<file path="src/rtl/mem_arbiter_if.sv">
// Requester-side and memory-side bundles for mem_arbiter.
// MEM_ARB_LOCK_EN adds a per-requester lock line to the requester bundle.

// One requester port: request/grant handshake plus the read return path.
interface mem_arbiter_if #(
    parameter int WIDTH = 16
);
    logic             req;
    logic             we;
    logic [15:0]      addr;
    logic [WIDTH-1:0] wdata;
    logic             gnt;
    logic             rvalid;
    logic [WIDTH-1:0] rdata;
`ifdef MEM_ARB_LOCK_EN
    logic             lock;

    modport master (output req, we, addr, wdata, lock, input gnt, rvalid, rdata);
    modport slave  (input req, we, addr, wdata, lock, output gnt, rvalid, rdata);
`else
    modport master (output req, we, addr, wdata, input gnt, rvalid, rdata);
    modport slave  (input req, we, addr, wdata, output gnt, rvalid, rdata);
`endif
endinterface

// Memory block port: separate write and read addresses, fixed-latency read.
interface mem_arbiter_mem_if #(
    parameter int WIDTH = 16
);
    logic [15:0]      wr_addr;
    logic [15:0]      rd_addr;
    logic             wr_enable;
    logic [WIDTH-1:0] wr_data;
    logic [WIDTH-1:0] rd_data;

    modport master (output wr_addr, rd_addr, wr_enable, wr_data, input rd_data);
    modport slave  (input wr_addr, rd_addr, wr_enable, wr_data, output rd_data);
endinterface

</file>
<file path="src/rtl/mem_arbiter.sv">
// Round-robin arbiter sharing one memory block between port A (CPU) and
// port B (audio/DMA). One access is granted per cycle, the memory command is
// registered, and read data is steered back to its owner by a tag pipeline
// of depth RD_LAT+1.
// Optional feature macro: MEM_ARB_LOCK_EN (per-port lock for exclusive access).

module mem_arbiter #(
    parameter int WIDTH  = 16,
    parameter int RD_LAT = 1     // legal range 1..4
) (
    input  logic              clk,
    input  logic              rst,
    mem_arbiter_if.slave      a,
    mem_arbiter_if.slave      b,
    mem_arbiter_mem_if.master mem
);

    localparam int TAG_DEPTH = RD_LAT + 1;

    // ptr_reg = 0: A wins a tie; ptr_reg = 1: B wins a tie.
    logic             ptr_reg;
    logic             req_a_eff;
    logic             req_b_eff;
    logic             favour_a;
    logic             gnt_a;
    logic             gnt_b;
    logic             gnt_any;
    logic             gnt_we;
    logic [15:0]      gnt_addr;
    logic [WIDTH-1:0] gnt_wdata;

    logic             wr_enable_reg;
    logic [15:0]      wr_addr_reg;
    logic [15:0]      rd_addr_reg;
    logic [WIDTH-1:0] wr_data_reg;

    // Each tag entry is {valid, owner}; owner 0 = A, 1 = B.
    logic [TAG_DEPTH-1:0] tag_valid_reg;
    logic [TAG_DEPTH-1:0] tag_valid_next;
    logic [TAG_DEPTH-1:0] tag_owner_reg;
    logic [TAG_DEPTH-1:0] tag_owner_next;

`ifdef MEM_ARB_LOCK_EN
    typedef enum logic [1:0] {
        LOCK_NONE,
        LOCK_A,
        LOCK_B
    } lock_state_t;

    lock_state_t lock_state_reg;
    lock_state_t lock_state_next;
    logic        held_a;
    logic        held_b;

    // Lock gating: a holding owner masks the other port; on release the tie goes to the non-owner.
    always_comb begin
        held_a    = (lock_state_reg == LOCK_A) && a.lock;
        held_b    = (lock_state_reg == LOCK_B) && b.lock;
        req_a_eff = a.req && !held_b;
        req_b_eff = b.req && !held_a;
        favour_a  = ~ptr_reg;
        if ((lock_state_reg == LOCK_A) && !a.lock) begin
            favour_a = 1'b0;
        end else if ((lock_state_reg == LOCK_B) && !b.lock) begin
            favour_a = 1'b1;
        end
    end

    // Lock ownership next state: taken by a grant with lock high, kept while held.
    always_comb begin
        lock_state_next = LOCK_NONE;
        if (gnt_a && a.lock) begin
            lock_state_next = LOCK_A;
        end else if (gnt_b && b.lock) begin
            lock_state_next = LOCK_B;
        end else if (held_a) begin
            lock_state_next = LOCK_A;
        end else if (held_b) begin
            lock_state_next = LOCK_B;
        end
    end

    // Lock ownership state register.
    always_ff @(posedge clk or posedge rst) begin
        if (rst) begin
            lock_state_reg <= LOCK_NONE;
        end else begin
            lock_state_reg <= lock_state_next;
        end
    end
`else
    // Without locking, requests pass straight to the round-robin stage.
    always_comb begin
        req_a_eff = a.req;
        req_b_eff = b.req;
        favour_a  = ~ptr_reg;
    end
`endif

    // Round-robin selection and mux of the winner's command.
    always_comb begin
        gnt_a     = req_a_eff && (!req_b_eff || favour_a);
        gnt_b     = req_b_eff && !gnt_a;
        gnt_any   = gnt_a || gnt_b;
        gnt_we    = gnt_a ? a.we    : b.we;
        gnt_addr  = gnt_a ? a.addr  : b.addr;
        gnt_wdata = gnt_a ? a.wdata : b.wdata;
    end

    assign a.gnt = gnt_a;
    assign b.gnt = gnt_b;

    // Pointer points away from the most recent winner; idle cycles leave it alone.
    always_ff @(posedge clk or posedge rst) begin
        if (rst) begin
            ptr_reg <= 1'b0;
        end else if (gnt_any) begin
            ptr_reg <= gnt_a;
        end
    end

    // Issue register: the winner's command reaches the memory one cycle after grant.
    always_ff @(posedge clk or posedge rst) begin
        if (rst) begin
            wr_enable_reg <= 1'b0;
            wr_addr_reg   <= '0;
            rd_addr_reg   <= '0;
            wr_data_reg   <= '0;
        end else begin
            wr_enable_reg <= gnt_any && gnt_we;
            if (gnt_any && gnt_we) begin
                wr_addr_reg <= gnt_addr;
                wr_data_reg <= gnt_wdata;
            end
            if (gnt_any && !gnt_we) begin
                rd_addr_reg <= gnt_addr;
            end
        end
    end

    assign mem.wr_enable = wr_enable_reg;
    assign mem.wr_addr   = wr_addr_reg;
    assign mem.rd_addr   = rd_addr_reg;
    assign mem.wr_data   = wr_data_reg;

    // Tag pipeline: stage 0 takes this cycle's read grant, later stages shift.
    assign tag_valid_next[0] = gnt_any && !gnt_we;
    assign tag_owner_next[0] = gnt_b;

    genvar gi;
    generate
        for (gi = 1; gi < TAG_DEPTH; gi++) begin : g_tag_shift
            assign tag_valid_next[gi] = tag_valid_reg[gi-1];
            assign tag_owner_next[gi] = tag_owner_reg[gi-1];
        end
    endgenerate

    // Tag register: reset discards every read still in flight.
    always_ff @(posedge clk or posedge rst) begin
        if (rst) begin
            tag_valid_reg <= '0;
            tag_owner_reg <= '0;
        end else begin
            tag_valid_reg <= tag_valid_next;
            tag_owner_reg <= tag_owner_next;
        end
    end

    // The last tag stage lines up with mem.rd_data and picks the owner.
    assign a.rvalid = tag_valid_reg[RD_LAT] && !tag_owner_reg[RD_LAT];
    assign b.rvalid = tag_valid_reg[RD_LAT] &&  tag_owner_reg[RD_LAT];
    assign a.rdata  = mem.rd_data;
    assign b.rdata  = mem.rd_data;

endmodule

</file>
<file path="src/flat_wrapper.sv">
// flat-port wrapper written by rule: the top's interface ports become plain ports
module mem_arbiter_flat 
#(
    parameter int WIDTH  = 16,
    parameter int RD_LAT = 1                        
)
  (clk, rst, a_req, a_we, a_addr, a_wdata, a_gnt, a_rvalid, a_rdata, b_req, b_we, b_addr, b_wdata, b_gnt, b_rvalid, b_rdata, mem_wr_addr, mem_rd_addr, mem_wr_enable, mem_wr_data, mem_rd_data);
  mem_arbiter_if #(.WIDTH(WIDTH)) a_i ();
  mem_arbiter_if #(.WIDTH(WIDTH)) b_i ();
  mem_arbiter_mem_if #(.WIDTH(WIDTH)) mem_i ();
  input  logic clk;
  input  logic rst;
  input wire logic [$bits(a_i.req)-1:0] a_req;
  input wire logic [$bits(a_i.we)-1:0] a_we;
  input wire logic [$bits(a_i.addr)-1:0] a_addr;
  input wire logic [$bits(a_i.wdata)-1:0] a_wdata;
  output wire logic [$bits(a_i.gnt)-1:0] a_gnt;
  output wire logic [$bits(a_i.rvalid)-1:0] a_rvalid;
  output wire logic [$bits(a_i.rdata)-1:0] a_rdata;
  input wire logic [$bits(b_i.req)-1:0] b_req;
  input wire logic [$bits(b_i.we)-1:0] b_we;
  input wire logic [$bits(b_i.addr)-1:0] b_addr;
  input wire logic [$bits(b_i.wdata)-1:0] b_wdata;
  output wire logic [$bits(b_i.gnt)-1:0] b_gnt;
  output wire logic [$bits(b_i.rvalid)-1:0] b_rvalid;
  output wire logic [$bits(b_i.rdata)-1:0] b_rdata;
  output wire logic [$bits(mem_i.wr_addr)-1:0] mem_wr_addr;
  output wire logic [$bits(mem_i.rd_addr)-1:0] mem_rd_addr;
  output wire logic [$bits(mem_i.wr_enable)-1:0] mem_wr_enable;
  output wire logic [$bits(mem_i.wr_data)-1:0] mem_wr_data;
  input wire logic [$bits(mem_i.rd_data)-1:0] mem_rd_data;
  assign a_i.req = a_req;
  assign a_i.we = a_we;
  assign a_i.addr = a_addr;
  assign a_i.wdata = a_wdata;
  assign a_gnt = a_i.gnt;
  assign a_rvalid = a_i.rvalid;
  assign a_rdata = a_i.rdata;
  assign b_i.req = b_req;
  assign b_i.we = b_we;
  assign b_i.addr = b_addr;
  assign b_i.wdata = b_wdata;
  assign b_gnt = b_i.gnt;
  assign b_rvalid = b_i.rvalid;
  assign b_rdata = b_i.rdata;
  assign mem_wr_addr = mem_i.wr_addr;
  assign mem_rd_addr = mem_i.rd_addr;
  assign mem_wr_enable = mem_i.wr_enable;
  assign mem_wr_data = mem_i.wr_data;
  assign mem_i.rd_data = mem_rd_data;
  mem_arbiter #(.WIDTH(WIDTH), .RD_LAT(RD_LAT)) u_core (.clk(clk), .rst(rst), .a(a_i), .b(b_i), .mem(mem_i));
endmodule
</file>
<file path="config.mk">
export PLATFORM = sky130hd
export DESIGN_NAME = mem_arbiter_flat
export DESIGN_NICKNAME = d
export VERILOG_FILES = /design/src/rtl/mem_arbiter_if.sv /design/src/rtl/mem_arbiter.sv /design/src/flat_wrapper.sv
export SDC_FILE = /design/constraint.sdc
export NUM_CORES = 1
export LEC_CHECK = 0
export BUFFER_PORTS_ARGS = -buffer_cell sky130_fd_sc_hd__buf_2
export CAP_MARGIN = 40
export CORE_ASPECT_RATIO = 0.9
export CORE_MARGIN = 3
export CORE_UTILIZATION = 40
export DETAILED_ROUTE_END_ITERATION = 8
export GPL_TIMING_DRIVEN = 0
export HOLD_SLACK_MARGIN = 0.1
export MAX_ROUTING_LAYER = met4
export PLACE_DENSITY = 0.77
export SYNTH_ARGS = -nofsm -noshare
export SYNTH_HDL_FRONTEND = slang
export SYNTH_SLANG_ARGS = --single-unit
</file>
<file path="constraint.sdc">
create_clock -name clk -period 2.05 [get_ports clk]
set_input_delay 0.3075 -clock clk [delete_from_list [all_inputs] [get_ports clk]]
set_output_delay 0.3075 -clock clk [all_outputs]
set_load 0.02 [all_outputs]
</file>
# Word level (Yosys, flattened, before mapping)
# Index checks and enable logic that the tools add are counted.
# totals
out_inout_bits	85
reg_bits	54
in_bits	86
# classes
n_bitwise	1
n_reduce_logical	12
mux	3
# ops
cell	count
$mux 16	2
$logic_and 1x1->1	6
$logic_not 1->1	4
$logic_or 1x1->1	2
$mux 1	1
$not 1->1	1

# Depth between registers and ports, before layout
# Gate-level depths: netlist of the first run.
# logic_depth
ltp_word	7
ltp_mapped	6
ltp_nobuf	3

# Worst setup path after synthesis of the first run
# OpenSTA, ideal clock, no wires.
# synth_timing
path_kind	reg-to-reg
startpoint	reg u_core.ptr_reg
endpoint	reg u_core.wr_data_reg[12], in the netlist u_core.mem.wr_data[12]
t_required_ns	1.922
path_stages_with_launch	6
arrival_ns	1.455
n_path_buf	2
setup_time_ns	0.128
slack_ns	0.467
path_cell_list	dfrtp_1 -> a21bo_1 -> buf_6 -> o32ai_4 -> buf_6 -> mux2_1
# synth_via
elab_chain_cells	7
word_cells_on_any_way	9
cone_classes	2 x mux; 1 x bitwise; 6 x reduce/logical
# synth_lines
item	line	text
start: declaration	mem_arbiter.sv:21	logic ptr_reg;
start signal: assignment	mem_arbiter.sv:118	ptr_reg <= gnt_a;
$not 1->1 (*)	mem_arbiter.sv:96	favour_a = ~ptr_reg;
$logic_or 1x1->1 (*)	mem_arbiter.sv:102	gnt_a = req_a_eff && (!req_b_eff || favour_a);
$logic_and 1x1->1 (*)	mem_arbiter.sv:102	
$logic_not 1->1	mem_arbiter.sv:103	gnt_b = req_b_eff && !gnt_a;
$logic_and 1x1->1	mem_arbiter.sv:103	
$logic_or 1x1->1	mem_arbiter.sv:104	gnt_any = gnt_a || gnt_b;
$logic_and 1x1->1	mem_arbiter.sv:131	if (gnt_any && gnt_we) begin
end signal: assignment	mem_arbiter.sv:133	wr_data_reg <= gnt_wdata;
end: declaration	mem_arbiter.sv:35	logic [WIDTH-1:0] wr_data_reg;
# Every way passes the cells marked *; elsewhere a longest branch is shown, timed or not.
# A chain may end at the register's enable or synchronous reset.

# Worst setup path after layout of the first run
# layout_timing
startpoint	reg u_core.ptr_reg
endpoint	out a_gnt
# layout_via
elab_chain_cells	3
# layout_lines
item	line	text
$not 1->1	mem_arbiter.sv:96	
$logic_or 1x1->1	mem_arbiter.sv:102	
$logic_and 1x1->1	mem_arbiter.sv:102	
end: declaration	flat_wrapper.sv:17	output wire logic [$bits(a_i.gnt)-1:0] a_gnt;
# No other way between the ends.

==> results by group, run 1 <==
Die
  – I/O pin count: 171
  – Die height: 86.0 microns
  – Die area: 8160 sq um
  – Row count: 28
  – Chip width: 94.9 microns
  – Initial Util: 42.3%
  – Core Area: 6730 sq um

Critical path
  – Startpoint types: flop
  – Worst path most repeated cell: buf_6
  – Max FO, Critical Path: 10
  – CP cell instances: a21bo_1 > buf_6 > buf_8 > buf_6 > inv_1 > buf_2
  – Critical path class: flop to output pin
  – Crit path buf inv count: 5
  – Crit path DAT: 1600 ps
  – Max incr delay on CP: 420 ps
  – CP max-delay cell: dfrtp_1
  – Critical Path RT: 1740 ps
  – Delay-heaviest family, CP: buffers and inverters
  – Setup crit end kind: output pin

Place
  – RePlAce Congestion: 0.697
  – Post-DP HPWL: 4.95 mm
  – Port-buffer cells: 154
  – Dpl cell area: 3750 sq um

Route
  – DRC viols: 0
  – Starting DRT DRC Count: 43
  – Avg WL per Cell: 13.1 microns
  – DR vias: 2073
  – Detailed Route WL: 6.19 mm
  – Routed Antenna Nets: 0
  – Initial DRT Pass Iterations: 4
  – Vias per inst: 4.37

Synthesis
  – Synth cell types: 17
  – Register bit total from synthesis: 54
  – Mux cell area share after synthesis: 32.7%
  – Simple-gate area share of the yosys netlist: 1.01%
  – Post-synth top area share: 47.5%
  – Compound-Gate Fraction of Synth Area: 1.80%
  – Xor and xnor area share after synthesis: 0%
  – Post-Synth Adder-Cell Area: 0%
  – Post-synthesis cell count: 221
  – Area contributors post-synth: dfrtp_1 (48%), mux2i_1 (17%), mux2_4 (13%), buf_4 (9.0%), inv_1 (4.9%)
  – Synthesized cell area: 2840 sq um
  – Syn avg cell area: 12.9 sq um
  – Syn nets: 307
  – Yosys top cell by area: dfrtp_1
  – Synth warn: 0
  – Largest family of logic cells by synthesized area: multiplexers
  – Register area share after synthesis: 47.5%

Layout
  – Final core utilization: 57.1%
  – Most common cell after layout, fill and taps aside: buf_2
  – Synth-to-Final Area Change: 35.1%
  – Layout cell share with drive strength beyond 1: 61.7%
  – Filler cell count: 587
  – Most frequent cells in the layout: buf_2 (154), dfrtp_1 (54), mux2i_1 (48)
  – Inserted Diodes: 0
  – Design Area, Final: 3840 sq um
  – Final #Nets: 470

Power and ir drop
  – Leak: 2.21 nW
  – Power Density: 844 nW/um^2
  – Peak VDD IR: 0.423 mV

GRT
  – First-pass GRT wire length: 9.91 mm
  – Initial antenna violation count: 0
  – Grt total ovfl: 0
  – Gr usage total: 16.0%
  – Gr busiest metal: met2
  – Vias in the first global route: 2155
  – Met1 usage: 19.3%
  – Met3 usage: 3.77%
  – M2 GR Usage: 27.1%
  – Pin count of the biggest net entering global routing: 30

CTS
  – Clock transition at path regs: 90 ps
  – Postcts setup bufs: 0
  – H-tree Lvls: 2
  – Clk_lat worst skew: 300 ps
  – CTS Sinks: 54
  – Clk buf depth: 2
  – CTS Buf Count: 5
  – CTS tree: yes
  – Root Driver: clkbuf_8

Run status
  – Outcome: finished clean

STA
  – Fin. Hold Viols: 0
  – Tcrit/Tclk final: 93.0%
  – Setup violators final: 0
  – Minimum clock period: 1910 ps
  – RSZ-0062 raised after global routing: false
  – Slew Limit Fails: 0
  – Worst-Margin Slew: 562 ps
  – Final Skew: 7.12 ps
  – Max Clk Rate: 524 MHz
  – Max-slew headroom: 62.5%

Worst hold path
  – Hold WC Path Type: input port to flop

Job
  – Max-cap violations: 0
## path summary, 6_finish.rpt
kind	slack (ps)	end	start	cells after the start
max in group asynchronous	890	u_core.mem.wr_addr[4]	rst	4
hold reg to reg	360	u_core.tag_owner_reg[1]	u_core.tag_owner_reg[0]	0
setup / recovery	140	a_gnt	u_core.ptr_reg	6
setup reg to reg	350	u_core.mem.wr_data[1]	u_core.ptr_reg	5
hold / removal	210	u_core.ptr_reg	b_req	2
min in group asynchronous	610	u_core.mem.wr_addr[10]	rst	3
## stage by stage
| stage | setup WS, ps | power (mW) | hold WS (ps) | setup TNS (ps) | cells |
|---|---|---|---|---|---|
| finish | 143 | 3.24 | 208 | 0 | 474 |
| CTS | 122 | 3.30 | 194 | 0 | 474 |
| floorplan | 428 | 2.27 | 331 | 0 | 221 |
| detailed placement | 337 | 2.71 | 337 | 0 | 466 |
| global route | 42.4 | 3.45 | 217 | 0 | 474 |
| global placement | -266 | 2.68 | 338 | -14240 | 465 |
## cell type report
type | instances | area (sq um) | share of cell area [%]
plain buffers | 41 | 342 | 8.90
repair buffers | 156 | 801 | 20.9
clock buffers | 5 | 68.8 | 1.79
well taps | 90 | 113 | 2.93
clock inverters | 2 | 15.0 | 0.391
multi-input cells | 89 | 1010 | 26.3
inverters | 37 | 139 | 3.62
flip-flops and latches | 54 | 1350 | 35.2
## what timing repair did
action,4_1_cts,5_1_grt
setup endpoints to repair,0,0
hold buffers,1,0
endpoints found under the hold margin,25,0
resized for setup,0,0
## cell usage after synthesis
cell type  count
o32ai_1        1
buf_4         34
a21oi_1        1
a21bo_1        1
buf_6          5
nor2b_1        1
nor2b_2        1
o32ai_4        1
mux2_2         7
buf_8          2
mux2i_1       48
dfrtp_1       54
nor2_1         2
inv_1         37
and2_1         1
mux2_4        24
mux2_1         1
## cell families (layout without fill, tap and decap cells)
kind of cell,Yosys count,after routing
AOI/OAI and AO/OA,4,4
DFF,54,54
muxes,80,80
and+or+nand+nor,5,5
buffers and inverters,78,241
## power breakdown
part	leakage [nW]	total [mW]	switching (mW)	internal (mW)
combinational	1.54	1.26	0.701	0.559
clock	0.0362	0.565	0.331	0.234
sequential	0.632	1.41	0.118	1.30
## metal layers
layer | up-vias | share of wire (%) | wire length [microns]
li1 | 1000 | - | -
met5 | - | 0 | 0
met3 | 2 | 11 | 655
met2 | 114 | 49 | 3030
met1 | 957 | 40 | 2480
met4 | 0 | 0.29 | 18
(Power assumes the default switching activity.)
==> inputs of run 2 (changes only) <==
Settings changed: BUFFER_PORTS_ARGS -buffer_cell sky130_fd_sc_hd__buf_2 to -buffer_cell sky130_fd_sc_hd__buf_4.
==> run 2 against run 1 <==
Net effect:
- core utilization increased by 6.1 points
- combinational power increased by 16%
- hold slack got worse by 19 ps
- maximum frequency increased by 0.83%
- die area unchanged
- wire length increased by 11%
- non-clock buffer count unchanged
- cell count increased by 0.21%
- sequential power about the same
==> results by group, run 2 (synthesis gave the netlist of run 1 again) <==
Critical path
  – RR Endpoint: u_core.mem.wr_data[12]
  – CP max-delay cell: dfrtp_1
  – Critical Path Stages: 6 (unchanged)
  – Max FO, Critical Path: 10 (unchanged)
  – Crit Reg-Reg Startpoint: u_core.ptr_reg
  – Crit path buf inv count: 5 (unchanged)
  – Critical path class: flop to output pin
  – FF-to-FF path depth: 5 (unchanged)
  – Max incr delay on CP: 420 ps (about the same)
  – Delay-heaviest family, CP: buffers and inverters
  – Critical Path RT: 1740 ps (about the same)
  – Setup crit end kind: output pin
  – Startpoint types: flop
  – CP cell instances: a21bo_1 > buf_6 > buf_8 > buf_6 > inv_1 > buf_4
  – Flop2flop setup slack: 350 ps (about the same)
  – Worst path most repeated cell: buf_6
  – Crit path DAT: 1580 ps (-20 ps)

STA
  – Max Clk Rate: 529 MHz (+0.83%)
  – Worst-Margin Slew: 602 ps (+40.1 ps)
  – RSZ-0062 raised after global routing: false
  – Final Skew: 12.3 ps (+5.15 ps)
  – Slew Limit Fails: 0 (unchanged)
  – Minimum clock period: 1890 ps (-15.7 ps)
  – Max-slew headroom: 59.8% (-2.7 points)
  – Fin. Hold Viols: 0 (unchanged)
  – Setup violators final: 0 (unchanged)
  – Final WS setup: 159 ps (+15.7 ps)
  – Tcrit/Tclk final: 92.3% (-0.77 points)
  – Min Hold Slack: 189 ps (-18.9 ps)

Worst hold path
  – Hold path depth: 2 (unchanged)
  – Hold WC Path Type: input port to flop
  – Worst hold path startpoint: b_req
  – Sink of the worst hold path: u_core.ptr_reg

Layout
  – Inserted Diodes: 0 (unchanged)
  – Final core utilization: 63.2% (+6.1 points)
  – Most common cell after layout, fill and taps aside: buf_4
  – Register Area: 1350 sq um (unchanged)
  – Layout cell share with drive strength beyond 1: 61.6% (-0.16 points)
  – Filler cell count: 568 (-3.2%)
  – Synth-to-Final Area Change: 49.6%
  – Footprint of the multi-input gates: 1010 sq um (unchanged)
  – Layout Cells excl Fill: 475 (+0.21%)
  – Most frequent cells in the layout: buf_4 (188), dfrtp_1 (54), mux2i_1 (48)
  – Final #Nets: 470 (unchanged)

Power and ir drop
  – Int Pwr: 2.40 mW (+15%)
  – Net switching power: 1.19 mW (+3.8%)
  – Clock power frac: 19.8% (+2.4 points)
  – Net Sw Frac: 33.2% (-2.3 points)
  – Seq pwr share: 39.7% (-4.0 points)
  – Leak: 2.36 nW (+6.7%)
  – Power Density: 846 nW/um^2 (+0.27%)
  – Logic pwr share: 40.5% (+1.6 points)
  – Peak VDD IR: 0.405 mV (-4.1%)
  – Tot Pwr: 3.60 mW (+11%)

Route
  – DR vias: 2088 (+0.72%)
  – Met2 WL post-DR: 3.40 mm (+12%)
  – Routed Antenna Nets: 0 (unchanged)
  – Initial DRT Pass Iterations: 3 (-1)
  – Detailed Route WL: 6.90 mm (+11%)
  – Avg WL per Cell: 14.5 microns (+11%)
  – Met1 Wirelength: 2.67 mm (+7.5%)
  – Met3 WL: 761 microns (+16%)
  – Top sig layer: met4
  – Vias per inst: 4.40 (+0.51%)
  – DRC viols: 0 (unchanged)
  – Starting DRT DRC Count: 21 (-51%)

Die
  – Row count: 28 (unchanged)
  – Initial Util: 42.3% (unchanged)
  – Chip width: 94.9 microns (unchanged)
  – I/O pin count: 171 (unchanged)
  – Core Area: 6730 sq um (unchanged)
  – Die area: 8160 sq um (unchanged)
  – Die height: 86.0 microns (unchanged)

GRT
  – Initial antenna violation count: 0 (unchanged)
  – Pin count of the biggest net entering global routing: 29 (-3.3%)
  – Gr usage total: 17.2% (+1.1 points)
  – Vias in the first global route: 2256 (+4.7%)
  – First-pass GRT wire length: 10.6 mm (+7.2%)
  – Grt total ovfl: 0 (unchanged)

CTS
  – Clk buf depth: 2 (unchanged)
  – H-tree Lvls: 2 (unchanged)
  – CTS Sinks: 54 (unchanged)
  – Clock transition at path regs: 90 ps (about the same)
  – CTS tree: yes
  – CTS Buf Count: 5 (unchanged)
  – Clk_lat worst skew: 310 ps (about the same)
  – Root Driver: clkbuf_8
  – Postcts setup bufs: 0 (unchanged)

Run status
  – Outcome: finished clean

Place
  – Place WS: 335 ps (-1.57 ps)
  – Placed insts: 466 (unchanged)
  – RePlAce Congestion: 0.702 (+0.69%)
  – Post-DP HPWL: 5.54 mm (+12%)
  – Port-buffer cells: 154 (unchanged)

Job
  – Max-cap violations: 0 (unchanged)
run 2: cell count changes in the layout (fill, tap and decap cells not counted), sizes merged:
| cell | delta |
|---|---|
| clkbuf | +1 |
| clkinvlp | -1 |
| bufinv | +1 |
run 2: what timing repair did:
item	4_1_cts	5_1_grt
hold endpoints to repair	12	0
resized for setup	0	0
hold buffers	1	0
run 2: worst max path at each step:
stage	end	slack (ps)	start
after detailed placement	u_core.mem.wr_data[12]	340	u_core.ptr_reg
after global routing	a_gnt	60	u_core.ptr_reg
after CTS	a_gnt	140	u_core.ptr_reg
after floorplan	u_core.mem.rd_addr[0]	430	rst
final	a_gnt	160	u_core.ptr_reg
after global placement	u_core.mem.wr_addr[5]	-260	rst
run 2: area by class of cell:
| cell class | instances | share of cell area (%) |
|---|---|---|
| Sequential cell | 54 | 31.8 |
| Timing Repair Buffer | 156 | 27.9 |
| Multi-Input combinational cell | 89 | 23.8 |
| Buffer | 41 | 8.03 |
| Inverter | 37 | 3.27 |
| Tap cell | 90 | 2.65 |
| Clock buffer | 6 | 1.71 |
| Clock inverter | 2 | 0.883 |
run 2: routing by layer:
metal  vias up  track usage [%]
met3         7             4.30
met2       117             30.0
li1       1001                -
met5         -                -
met4         0             4.06
met1       963             19.8
run 2: through the flow:
step / TNS, ps / area, sq um
floorplan: 0 / 2840
global placement: -13770 / 4110
detailed placement: 0 / 4130
CTS: 0 / 4250
global route: 0 / 4250
finish: 0 / 4250
run 2: power groups by stage:
| stage | combinational, mW | clock, mW | sequential, mW |
|---|---|---|---|
| final | 1.46 | 0.711 | 1.43 |
| after global routing | 1.56 | 0.769 | 1.46 |
| after CTS | 1.48 | 0.726 | 1.43 |
| after detailed placement | 1.48 | 0 | 1.45 |
| after global placement | 1.44 | 0 | 1.44 |
| after floorplan | 0.559 | 0 | 1.71 |
==> inputs of run 3 (changes only) <==
Settings changed: CORE_ASPECT_RATIO 0.9 to unset, RECOVER_POWER set to 100.
==> run 3 against run 2 <==
Net effect:
- sequential power about the same
- non-clock buffer count stayed put
- clock power decreased by 23%
- clock-buffer cell count grew 1
- critical endpoint unchanged
- largest cell class is now sequential cells
- largest power group is now sequential cells
==> results by group, run 3 (synthesis gave the netlist of run 1 again) <==
STA
  – Slew Limit Fails: 0 (unchanged)
  – Min Hold Slack: 186 ps (-2.53 ps)
  – Max Clk Rate: 526 MHz (-0.59%)
  – Tcrit/Tclk final: 92.8% (+0.55 points)
  – RSZ-0062 raised after global routing: false
  – Minimum clock period: 1900 ps (+11.3 ps)
  – Fin. Hold Viols: 0 (unchanged)
  – Final Skew: 4.38 ps (-7.89 ps)
  – Worst-Margin Slew: 718 ps (+117 ps)
  – Max-slew headroom: 52.0% (-7.8 points)
  – Setup violators final: 0 (unchanged)

Critical path
  – CP cell instances: a21bo_1 > buf_6 > buf_8 > buf_6 > inv_1 > clkbuf_2
  – Max FO, Critical Path: 10 (unchanged)
  – Worst path most repeated cell: buf_6
  – Crit Reg-Reg Startpoint: u_core.ptr_reg
  – FF-to-FF path depth: 5 (unchanged)
  – Delay-heaviest family, CP: buffers and inverters
  – Startpoint types: flop
  – Flop2flop setup slack: 180 ps (-170 ps)
  – Critical Path RT: 1740 ps (about the same)
  – RR Endpoint: u_core.mem.wr_data[2]
  – Critical path class: flop to output pin
  – Crit path buf inv count: 5 (unchanged)
  – CP max-delay cell: dfrtp_1
  – Crit path DAT: 1600 ps (+20 ps)
  – Max incr delay on CP: 420 ps (about the same)
  – Setup crit end kind: output pin

Die
  – Die area: 8150 sq um (about the same)
  – Row count: 30 (+7.1%)
  – Core Area: 6830 sq um (+1.6%)
  – Die height: 90.3 microns (+5.0%)
  – I/O pin count: 171 (unchanged)
  – Initial Util: 41.6% (-0.65 points)
  – Chip width: 90.3 microns (-4.8%)

Route
  – DR vias: 2102 (+0.67%)
  – Detailed Route WL: 6.43 mm (-6.7%)
  – Routed Antenna Nets: 0 (unchanged)
  – Vias per inst: 4.38 (-0.38%)
  – Starting DRT DRC Count: 30 (+43%)
  – DRC viols: 0 (unchanged)
  – Avg WL per Cell: 13.4 microns (-7.7%)
  – Initial DRT Pass Iterations: 4 (+1)

Power and ir drop
  – Power Density: 819 nW/um^2 (-3.1%)
  – Net Sw Frac: 36.3% (+3.1 points)
  – Net switching power: 1.14 mW (-4.5%)
  – Leak: 1.99 nW (-16%)
  – Logic pwr share: 37.4% (-3.1 points)
  – Seq pwr share: 45.1% (+5.4 points)
  – Int Pwr: 2.00 mW (-17%)
  – Peak VDD IR: 0.383 mV (-5.5%)
  – Clock power frac: 17.5% (-2.3 points)

Worst hold path
  – Hold WC Path Type: input port to flop
  – Worst hold path startpoint: b_req
  – Hold path depth: 2 (unchanged)
  – Sink of the worst hold path: u_core.ptr_reg

CTS
  – Root Driver: clkbuf_8
  – CTS Buf Count: 5 (unchanged)
  – CTS tree: yes
  – Cts repair resizes: 0 (unchanged)
  – Clk_lat worst skew: 290 ps (-20 ps)
  – Clock transition at path regs: 90 ps (about the same)
  – CTS Sinks: 54 (unchanged)
  – Clk buf depth: 2 (unchanged)
  – H-tree Lvls: 2 (unchanged)

GRT
  – Gr usage total: 16.1% (-1.1 points)
  – Grt total ovfl: 0 (unchanged)
  – First-pass GRT wire length: 10.4 mm (-2.0%)
  – Vias in the first global route: 2211 (-2.0%)
  – Pin count of the biggest net entering global routing: 38 (+31%)
  – Initial antenna violation count: 0 (unchanged)

Place
  – Port-buffer cells: 154 (unchanged)
  – Placed insts: 472 (+1.3%)
  – RePlAce Congestion: 0.682 (-2.9%)
  – Post-DP HPWL: 5.12 mm (-7.6%)

Layout
  – Filler cell count: 705 (+24%)
  – Most common cell after layout, fill and taps aside: buf_4
  – Synth-to-Final Area Change: 34.9%
  – Most frequent cells in the layout: buf_4 (102), clkbuf_1 (85), dfrtp_1 (54)
  – Register Area: 1350 sq um (unchanged)
  – Final core utilization: 56.1% (-7.1 points)
  – Footprint of the multi-input gates: 967 sq um (-4.3%)
  – Final #Nets: 470 (unchanged)
  – Layout Cells excl Fill: 480 (+1.1%)
  – Inserted Diodes: 0 (unchanged)
  – Layout cell share with drive strength beyond 1: 36.2% (-25 points)

Job
  – Max-cap violations: 0 (unchanged)

Run status
  – Outcome: finished clean
## run 3: cell count changes in the layout (fill, tap and decap cells not counted), moves of 3 or more
cell	previous run	this run
buf_4	188	102
buf_6	5	2
clkbuf_1	1	85
clkbuf_2	0	5
mux2_1	1	12
mux2_4	24	13
## run 3: through the flow
step / TNS, ps / power, mW / instance area [sq um] / setup slack [ps]
2_1_floorplan: 0 / 2.27 / 2840 / 428
4_1_cts: 0 / 3.48 / 4230 / 141
5_1_grt: 0 / 3.34 / 3830 / 59.6
3_3_place_gp: -15230 / 2.87 / 4120 / -285
6_report: 0 / 3.14 / 3830 / 147
3_5_place_dp: 0 / 2.92 / 4140 / 367
## run 3: power by group through the flow
stage / combinational, mW / clock (mW) / sequential [mW]
finish: 1.17 / 0.550 / 1.42
global placement: 1.44 / 0 / 1.44
floorplan: 0.559 / 0 / 1.71
global route: 1.27 / 0.616 / 1.45
CTS: 1.47 / 0.578 / 1.43
detailed placement: 1.47 / 0 / 1.45
## run 3: worst max-delay path by stage
| stage | startpoint | endpoint | slack, ps | cells past startpoint |
|---|---|---|---|---|
| finish | u_core.ptr_reg | a_gnt | 150 | 6 |
| global route | u_core.ptr_reg | a_gnt | 60 | 6 |
| floorplan | rst | u_core.mem.rd_addr[0] | 430 | 1 |
| global placement | rst | u_core.mem.rd_addr[3] | -280 | 2 |
| detailed placement | u_core.ptr_reg | u_core.mem.wr_data[12] | 370 | 5 |
| CTS | u_core.ptr_reg | a_gnt | 140 | 6 |
## run 3: cell type report
cell class / instances / area share, %
Clock buffer: 7 / 1.99
Tap cell: 96 / 3.13
Inverter: 37 / 3.62
Sequential cell: 54 / 35.2
Multi-Input combinational cell: 89 / 25.2
Buffer: 41 / 8.36
Timing Repair Buffer: 156 / 22.4
## run 3: timing repair
| action | CTS | global route |
|---|---|---|
| setup buffers | 0 | 0 |
| endpoints found under the hold margin | 17 | 0 |
| hold buffers | 1 | 0 |
## run 3: layer usage
layer  global-route usage (%)  vias to the layer above  routed length [microns]
li1                         -                     1011                        -
met1                     18.7                      981                     2580
met2                     27.1                      106                     3170
met3                     4.92                        4                      629
met4                     4.59                        0                       53
met5                        -                        -                        0
